`src/rtl/rs232_pkg.sv`:
```
//------------------------------------------------------------------------------
// rs232_pkg : UART register map and bridge FSM state encoding
// Revision  : 1.0
//------------------------------------------------------------------------------
`default_nettype none

package rs232_pkg;

  localparam logic [4:0] RS232_DATA_ADDR  = 5'd0;
  localparam int         RS232_RVALID_BIT = 15;

  typedef enum logic [1:0] {
    S_IDLE  = 2'd0,
    S_READ  = 2'd1,
    S_CHECK = 2'd2,
    S_ECHO  = 2'd3
  } state_t;

endpackage

`default_nettype wire

```
`src/rtl/pixel_fifo.sv`:
```
//------------------------------------------------------------------------------
// pixel_fifo : first-word-fall-through register FIFO with occupancy count
// Revision   : 1.0
//------------------------------------------------------------------------------
`default_nettype none

module pixel_fifo #(
  parameter int WIDTH = 24,
  parameter int DEPTH = 16
) (
  input  logic                     clk,
  input  logic                     rst_n,
  input  logic                     push,
  input  logic [WIDTH-1:0]         wdata,
  input  logic                     pop,
  output logic [WIDTH-1:0]         rdata,
  output logic [$clog2(DEPTH):0]   level,
  output logic                     full,
  output logic                     empty
);

  localparam int                c_AW   = $clog2(DEPTH);
  localparam int                c_LW   = c_AW + 1;
  localparam logic [c_LW-1:0]   c_FULL = c_LW'(DEPTH);

  logic [WIDTH-1:0] r_mem [DEPTH];
  logic [c_AW-1:0]  r_wr_ptr;
  logic [c_AW-1:0]  r_rd_ptr;
  logic [c_LW-1:0]  r_level;
  logic             w_pop;

  // Popping an empty FIFO is silently ignored.
  assign w_pop = pop && (r_level != '0);

  always_ff @(posedge clk or negedge rst_n) begin
    if (!rst_n) begin
      for (int i = 0; i < DEPTH; i++) r_mem[i] <= '0;
      r_wr_ptr <= '0;
      r_rd_ptr <= '0;
      r_level  <= '0;
    end else begin
      if (push) begin
        r_mem[r_wr_ptr] <= wdata;
        r_wr_ptr        <= r_wr_ptr + c_AW'(1);
      end
      if (w_pop) r_rd_ptr <= r_rd_ptr + c_AW'(1);
      case ({push, w_pop})
        2'b10:   r_level <= r_level + c_LW'(1);
        2'b01:   r_level <= r_level - c_LW'(1);
        default: r_level <= r_level;
      endcase
    end
  end

  assign rdata = r_mem[r_rd_ptr];
  assign level = r_level;
  assign full  = (r_level == c_FULL);
  assign empty = (r_level == '0);

  a_no_push_when_full: assert property (@(posedge clk) disable iff (!rst_n) !(push && full));

endmodule

`default_nettype wire

```
`src/rtl/rs232_pixel_bridge.sv`:
```
//------------------------------------------------------------------------------
// rs232_pixel_bridge : polls the UART data register, packs bytes into pixels
//                      and streams them out through a FWFT FIFO.
// Option             : define RS232_ECHO_EN to write every received byte back.
// Revision           : 1.0
//------------------------------------------------------------------------------
`default_nettype none

module rs232_pixel_bridge
  import rs232_pkg::*;
#(
  parameter  int CHANNELS    = 3,
  parameter  int FIFO_DEPTH  = 16,
  parameter  int TIMEOUT_CYC = 1_000_000,
  localparam int PIX_W       = 8 * CHANNELS
) (
  input  logic                          avm_clk,
  input  logic                          avm_rst,
  output logic [4:0]                    avm_address,
  output logic                          avm_read,
  input  logic [31:0]                   avm_readdata,
  output logic                          avm_write,
  output logic [31:0]                   avm_writedata,
  input  logic                          avm_waitrequest,
  output logic                          pix_valid,
  input  logic                          pix_ready,
  output logic [PIX_W-1:0]              pix_data,
  output logic [$clog2(FIFO_DEPTH):0]   fifo_level,
  output logic [7:0]                    drop_cnt
);

  localparam int                   c_IDX_W   = (CHANNELS > 1) ? $clog2(CHANNELS) : 1;
  localparam logic [c_IDX_W-1:0]   c_IDX_LST = c_IDX_W'(CHANNELS - 1);
  localparam int                   c_TO_W    = $clog2(TIMEOUT_CYC + 1);
  localparam logic [c_TO_W-1:0]    c_TO_LST  = c_TO_W'(TIMEOUT_CYC - 1);

  state_t               r_state;
  state_t               w_state_nxt;
  logic                 r_read;
  logic [7:0]           r_byte;
  logic                 r_rvalid;
  logic [c_IDX_W-1:0]   r_byte_idx;
  logic [PIX_W-1:0]     r_pix;
  logic [c_TO_W-1:0]    r_to_cnt;
  logic [7:0]           r_drop;
  logic [PIX_W-1:0]     w_pix;
  logic                 w_accept;
  logic                 w_push;
  logic                 w_full;
  logic                 w_empty;
  logic                 w_unused_rdata;

  assign w_unused_rdata = ^{avm_readdata[31:16], avm_readdata[14:8]};

  assign w_accept = (r_state == S_CHECK) && r_rvalid;
  assign w_push   = w_accept && (r_byte_idx == c_IDX_LST);

  // First received byte lands in the most significant lane.
  always_comb begin
    w_pix = r_pix;
    for (int k = 0; k < CHANNELS; k++) begin
      if (r_byte_idx == c_IDX_W'(k)) w_pix[PIX_W-1-8*k -: 8] = r_byte;
    end
  end

  always_ff @(posedge avm_clk or negedge avm_rst) begin
    if (!avm_rst) r_state <= S_IDLE;
    else          r_state <= w_state_nxt;
  end

  always_comb begin
    w_state_nxt = r_state;
    case (r_state)
      S_IDLE:  if (!w_full) w_state_nxt = S_READ;
      S_READ:  if (!avm_waitrequest) w_state_nxt = S_CHECK;
`ifdef RS232_ECHO_EN
      S_CHECK: w_state_nxt = r_rvalid ? S_ECHO : S_IDLE;
      S_ECHO:  if (!avm_waitrequest) w_state_nxt = S_IDLE;
`else
      S_CHECK: w_state_nxt = S_IDLE;
`endif
      default: w_state_nxt = S_IDLE;
    endcase
  end

  always_ff @(posedge avm_clk or negedge avm_rst) begin
    if (!avm_rst) begin
      r_read     <= 1'b0;
      r_byte     <= '0;
      r_rvalid   <= 1'b0;
      r_byte_idx <= '0;
      r_pix      <= '0;
      r_to_cnt   <= '0;
      r_drop     <= '0;
    end else begin
      r_read <= (w_state_nxt == S_READ);
      if ((r_state == S_READ) && !avm_waitrequest) begin
        r_byte   <= avm_readdata[7:0];
        r_rvalid <= avm_readdata[RS232_RVALID_BIT];
      end
      // An accepted byte always beats a timeout expiring on the same edge.
      if (w_accept) begin
        r_pix      <= w_pix;
        r_byte_idx <= w_push ? '0 : r_byte_idx + c_IDX_W'(1);
        r_to_cnt   <= '0;
      end else if (r_byte_idx == '0) begin
        r_to_cnt <= '0;
      end else if (r_to_cnt == c_TO_LST) begin
        r_byte_idx <= '0;
        r_to_cnt   <= '0;
        if (r_drop != 8'hFF) r_drop <= r_drop + 8'd1;
      end else begin
        r_to_cnt <= r_to_cnt + c_TO_W'(1);
      end
    end
  end

`ifdef RS232_ECHO_EN
  logic        r_write;
  logic [31:0] r_wdata;

  always_ff @(posedge avm_clk or negedge avm_rst) begin
    if (!avm_rst) begin
      r_write <= 1'b0;
      r_wdata <= '0;
    end else begin
      r_write <= (w_state_nxt == S_ECHO);
      if (w_accept) r_wdata <= {24'b0, r_byte};
    end
  end

  assign avm_write     = r_write;
  assign avm_writedata = r_wdata;
`else
  assign avm_write     = 1'b0;
  assign avm_writedata = '0;
`endif

  assign avm_address = RS232_DATA_ADDR;
  assign avm_read    = r_read;
  assign drop_cnt    = r_drop;
  assign pix_valid   = !w_empty;

  pixel_fifo #(
    .WIDTH (PIX_W),
    .DEPTH (FIFO_DEPTH)
  ) u_fifo (
    .clk   (avm_clk),
    .rst_n (avm_rst),
    .push  (w_push),
    .wdata (w_pix),
    .pop   (pix_valid && pix_ready),
    .rdata (pix_data),
    .level (fifo_level),
    .full  (w_full),
    .empty (w_empty)
  );

endmodule

`default_nettype wire

```
`config.mk`:
```
export PLATFORM = sky130hd
export DESIGN_NAME = rs232_pixel_bridge
export DESIGN_NICKNAME = d
export VERILOG_FILES = /design/src/rtl/rs232_pkg.sv /design/src/rtl/pixel_fifo.sv /design/src/rtl/rs232_pixel_bridge.sv
export SDC_FILE = /design/constraint.sdc
export NUM_CORES = 1
export LEC_CHECK = 0
export ABC_CLOCK_PERIOD_IN_PS = 8400
export BUFFER_PORTS_ARGS = -buffer_cell sky130_fd_sc_hd__buf_2
export CAP_MARGIN = 20
export CORE_ASPECT_RATIO = 0.7
export CORE_MARGIN = 10
export CORE_UTILIZATION = 40
export CTS_BUF_LIST = sky130_fd_sc_hd__clkbuf_4
export CTS_CLUSTER_SIZE = 25
export DETAILED_ROUTE_END_ITERATION = 7
export PLACE_DENSITY = 0.64
export SETUP_SLACK_MARGIN = 0.05
export SLEW_MARGIN = 20
export SYNTH_ARGS = -nofsm -noshare
export SYNTH_HDL_FRONTEND = slang
export SYNTH_SLANG_ARGS = --single-unit
```
`constraint.sdc`:
```
create_clock -name avm_clk -period 8.4 [get_ports avm_clk]
set_input_delay 1.68 -clock avm_clk [delete_from_list [all_inputs] [get_ports avm_clk]]
set_output_delay 1.68 -clock avm_clk [all_outputs]
set_load 0.01 [all_outputs]
```
==> flow_summary.ini, run 1 <==
[run_status]
status = finished clean

[routing]
vias_per_cell = 5.26
drt_iter0_drc = 1156
postRouteAntennaNets = 0
vias = 13697
routedWlPerCell_um = 19.2
drt_pass1_iterations = 5
drc = 0
routed_wl_mm = 50.1

[synth]
synth_ff_type = dfrtp_1
syn_inst = 1798
syn_area_per_cell_um2 = 11.3
synth_warnings = 0
synth_cell_types = 46
synth_edf_count = 0
syn_area_um2 = 20400
synthArstFlopShare_pct = 100
yosys_register_bits = 463
ys_seq_area_share_pct = 56.8

[clocking]
cts_hold_buf = 0
clock_sinks = 463
clockBufferDepth = 3
numCtsBuffers = 108
clk_pin_slew_ns = 0.07
cts_root_buffer = clkbuf_4
clk_latency_ns = 0.82
postCtsSetupRepairBufs = 0
cts_tree = done
cts_resized = 0
cts_max_level = 3

[finish]
fill_cells = 4731
layout-drive-gt1-share_pct = 22.9
stdcell_area_um2 = 22600
nets = 1895
syn2layout_area_growth_pct = 11.0

[grt]
gr-total-overflow = 0
track_usage_pct = 16.7
grt_max_degree = 208
grt_pass1_wl_mm = 80.6
antenna_found_initial = 2
first_global_vias = 14223

[timing]
rsz0062_at_grt = no
fmax_mhz = 183
min_period_ns = 5.46
setup_tns_ns = 0
final_max_slew_viol_count = 0
fin_crit_sh_pct = 65.0
hold_viol = 0
skew_ns = 0.0530
tightest_slew_ns = 0.951
slew_headroom_pct = 36.5
hold_slack_ns = 0.463
finalSetupViolations = 0

[critical_path]
worst-setup-path-type = reg -> out
cp.arrival_ns = 3.78
required_ns = 6.72
crit_fanout = 43
end_kind = output pin
crit_path_start_kind = register

[floorplanning]
die-area_um2 = 60600
start_util_pct = 40.3
die_y_um = 209
core_area_um2 = 50600
die_w_um = 290
fp-row-count = 69
ios = 113

[placed_design]
hpwl_mm = 29.5
gp_congestion = 0.771
dpl_cell_area_um2 = 21200
portBuffers = 51

[power_and_ir_drop]
p_per_area_nw_per_um2 = 257
ir_drop_uv = 191
p_leak_nw = 10.1

[min_path]
hold_class = reg -> reg

[flow_run]
maxCapViolations = 0
-- cell usage after synthesis (9+ instances only) --
master	instances	area [um2]
buf_1	10	37.5
mux4_2	120	2700
nor2_1	32	120
xor2_1	19	166
nand4_1	11	68.8
dfrtp_1	463	11600
o21ai_0	393	1970
nand3_1	22	110
clkbuf_1	128	480
xnor2_1	16	140
buf_4	38	285
buf_2	9	45.0
mux2i_1	24	240
nand2_1	409	1540
mux2_2	32	360
ha_1	11	138
-- worst max-delay path: stages (launching register included) --
cell     delay [ns]
dfrtp_4        0.76
buf_4          0.80
mux4_2         0.62
mux4_2         0.56
buf_2          0.18
-- power breakdown --
group          switching (mW)  internal (mW)
logic                   0.818          0.525
clock network           0.888          0.925
registers               0.289           2.37
total                    1.99           3.82
-- per-stage QoR --
| stage | instances | total power, mW | utilization (%) | setup WS (ns) |
|---|---|---|---|---|
| 3_3_place_gp | 2410 | 3.97 | 41.8 | 3.72 |
| 3_5_place_dp | 2410 | 4.02 | 41.8 | 3.72 |
| 5_1_grt | 2605 | 6.17 | 44.8 | 2.66 |
| 6_report | 2605 | 5.81 | 44.8 | 2.94 |
| 4_1_cts | 2602 | 5.86 | 44.6 | 2.82 |
| 2_1_floorplan | 1835 | 3.53 | - | 4.54 |
-- per-layer routing --
metal  vias up  routed length, um  global-route usage (%)
li1       6346                  -                       -
met1      6877              22400                    22.5
met2       387              23400                    26.1
met3        87               3330                    4.50
met4         0                854                    4.73
met5         -                  0                       0
-- worst paths after layout --
kind	from	to	slack (ns)	depth (start not counted)
max	u_fifo.r_rd_ptr[0]	pix_data[2]	2.94	4
min	r_to_cnt[0]	r_to_cnt[0]	0.46	1
max reg2reg	r_byte_idx[0]	u_fifo.level[4]	5.14	11
min reg2reg	r_to_cnt[0]	r_to_cnt[0]	0.46	1
max in group asynchronous	avm_rst	u_fifo.r_mem[203]	6.11	3
min in group asynchronous	avm_rst	r_byte[3]	0.79	1
-- registers in the layout, indices dropped and copies added, names as in the netlist, 4 cells and up --
| signal | count |
|---|---|
| drop_cnt | 8 |
| u_fifo.level | 5 |
| u_fifo.r_wr_ptr | 4 |
| r_pix | 24 |
| r_to_cnt | 20 |
| u_fifo.r_mem | 384 |
| u_fifo.r_rd_ptr | 4 |
| r_byte | 8 |
-- cells by family (layout without fill, tap and decap cells) --
family / Yosys count / after routing / share of synthesized area, %
AOI/OAI and AO/OA: 405 / 405 / 10.1
adders and majority gates: 11 / 11 / 0.675
DFF: 463 / 463 / 56.8
xor gates and xnor gates: 35 / 35 / 1.50
buffers and inverters: 192 / 287 / 4.29
and+or+nand+nor: 513 / 513 / 10.3
other: 1 / 39 / 0.0184
muxes: 178 / 178 / 16.3
-- layout by cell type (no fill, tap or decap), types with 3 or more instances in the layout --
master and count:
dfrtp_1 460, nand2_1 409, o21ai_0 393, clkbuf_4 159
mux4_2 120, buf_2 50, conb_1 38, buf_4 33
nor2_1 32, mux2_2 32, clkinv_1 28, xor2_1 19
xnor2_1 16, mux2i_2 16, nand3_2 12, nand4_1 11
ha_1 11, nand3_1 10, mux2i_1 8, inv_1 7
nor3_1 6, or4_1 5, and3_1 5, a21oi_1 4
nor2b_1 4, nand2b_1 3
-- final cells by class --
class / instances / area (um2) / area share [%]
Tap cell: 674 / 843 / 3.72
Clock buffer: 159 / 1190 / 5.27
Antenna cell: 1 / 2.50 / 0.0111
Inverter: 7 / 26.3 / 0.116
Sequential cell: 463 / 11600 / 51.2
Clock inverter: 33 / 184 / 0.812
Timing Repair Buffer: 88 / 608 / 2.69
Multi-Input combinational cell: 1180 / 8190 / 36.2
No activity file was read; power rests on OpenSTA's default activity.
==> run 2, diff against run 1 <==
--- a/config.mk
+++ b/config.mk
@@ -5,7 +5,7 @@
 export SDC_FILE = /design/constraint.sdc
 export NUM_CORES = 1
 export LEC_CHECK = 0
-export ABC_CLOCK_PERIOD_IN_PS = 8400
+export ABC_CLOCK_PERIOD_IN_PS = 5500
 export BUFFER_PORTS_ARGS = -buffer_cell sky130_fd_sc_hd__buf_2
 export CAP_MARGIN = 20
 export CORE_ASPECT_RATIO = 0.7
==> constraint.sdc (replaced) <==
create_clock -name avm_clk -period 5.5 [get_ports avm_clk]
set_input_delay 1.1 -clock avm_clk [delete_from_list [all_inputs] [get_ports avm_clk]]
set_output_delay 1.1 -clock avm_clk [all_outputs]
set_load 0.01 [all_outputs]
==> run 2 against run 1 <==
  * Flip-flop and latch count is the same
  * Power grew 55%
  * Sequential share of layout area shrank 0.14 points
  * Register-to-register slack lost 2.8 ns
  * Clock-buffer cell count grew 1
  * Largest cell class unchanged
==> flow_summary.ini, run 2 (synthesized netlist as in run 1, its figures left out) <==
[floorplanning]
fp-row-count = 69
ios = 113
die_y_um = 209
die-area_um2 = 60600
die_w_um = 290
core_area_um2 = 50600
start_util_pct = 40.3

[finish]
top_regs = u_fifo.r_mem x384, r_pix x24, r_to_cnt x20
top_register = u_fifo.r_mem
syn2layout_area_growth_pct = 11.3
final_cell_mix = dfrtp_1, nand2_1, o21ai_0
layout-drive-gt1-share_pct = 23.1
largest_reg_flops = 384
nets = 1894
layout_commonest_cell = dfrtp_1
fin_cells = 2610

[timing]
hold_viol = 0
final_max_slew_viol_count = 0
skew_ns = 0.0390
setup_tns_ns = 0
fmax_mhz = 227
tightest_slew_ns = 1.09
slew_headroom_pct = 27.2
rsz0062_at_grt = no
fin_crit_sh_pct = 80.2
finalSetupViolations = 0
min_period_ns = 4.41

[clocking]
clock_sinks = 463
cts_tree = done
numCtsBuffers = 108
postCtsSetupRepairBufs = 0
cts_root_buffer = clkbuf_4
clockBufferDepth = 3
cts_resized = 0
clk_latency_ns = 0.84
clk_pin_slew_ns = 0.08
cts_hold_buf = 0
cts_max_level = 3

[placed_design]
hpwl_mm = 28.6
gp_congestion = 0.770
portBuffers = 51
dp.cells = 2411

[flow_run]
maxCapViolations = 0

[critical_path]
slowest_stage = dfrtp_4
crit_fanout = 52
cp.arrival_ns = 3.31
worst-setup-path-type = reg -> out
crit_path_start_kind = register
cpPeakStageDelay_ns = 0.95
required_ns = 4.40
end_kind = output pin
crit_path_cell_trace = buf_12 -> mux4_2 -> mux4_2 -> buf_2
cp_common_cell = mux4_2

[routing]
postRouteAntennaNets = 0
drt_pass1_iterations = 5
drc = 0
vias = 13767
vias_per_cell = 5.27
routed_wl_mm = 50.3
drt_iter0_drc = 981
routedWlPerCell_um = 19.3

[grt]
grt_pass1_wl_mm = 81.3
grt_max_degree = 123
antenna_found_initial = 1
track_usage_pct = 16.6
first_global_vias = 14412
gr-total-overflow = 0

[power_and_ir_drop]
ir_drop_uv = 231
p_per_area_nw_per_um2 = 396
p_leak_nw = 10.1

[min_path]
hold_class = in -> async

[run_status]
status = finished clean
==> run 2: area by class of cell <==
class                      count  area, um2
timing repair buffer          87        598
tap                          674        843
antenna                        1       2.50
clock buffer                 160       1200
clock inverter                38        241
inverter                       7       26.3
sequential                   463      11600
fill                        4762      27900
multi-input combinational   1180       8200
==> run 2: metal layers <==
layer	share of wire (%)	vias to the layer above	track usage [%]
li1	-	6351	-
met1	45	6971	22.4
met2	47	367	26.3
met3	6.6	78	4.38
met4	1.6	0	4.69
met5	0	-	0
==> run 2: where the power goes <==
part,switching (mW),internal [mW],total [mW]
clock,1.40,1.48,2.88
sequential,0.408,3.62,4.03
combinational,1.28,0.808,2.09
total,3.09,5.90,9.00
==> run 2: final timing paths <==
kind	startpoint	to	slack, ns	cells after the start
setup / recovery	u_fifo.r_rd_ptr[1]	pix_data[7]	1.09	4
hold reg to reg	r_to_cnt[0]	r_to_cnt[0]	0.46	1
setup reg to reg	r_byte_idx[0]	u_fifo.level[4]	2.35	11
max in group asynchronous	avm_rst	u_fifo.r_mem[163]	3.87	2
hold / removal	avm_rst	r_byte[0]	0.34	1
min in group avm_clk	r_to_cnt[0]	r_to_cnt[0]	0.46	1
==> run 2: worst max-delay path: cells and delay by family (launching register included) <==
family	cells	cell delay (ns)
buffers and inverters	2	0.56
flip-flops	1	0.95
multiplexers	2	0.95
==> run 2: through the flow <==
step / power [mW] / utilization [%] / cell area [um2] / setup WS [ns] / hold slack (ns)
after detailed placement: 6.13 / 41.9 / 21200 / 1.94 / 0.443
after CTS: 9.03 / 44.8 / 22600 / 1.03 / 0.391
final: 9.00 / 44.9 / 22700 / 1.09 / 0.340
after floorplan: 5.39 / - / 20500 / 2.22 / 0.424
after global placement: 6.06 / 41.9 / 21200 / 1.94 / 0.444
after global routing: 9.49 / 44.9 / 22700 / 0.901 / 0.410
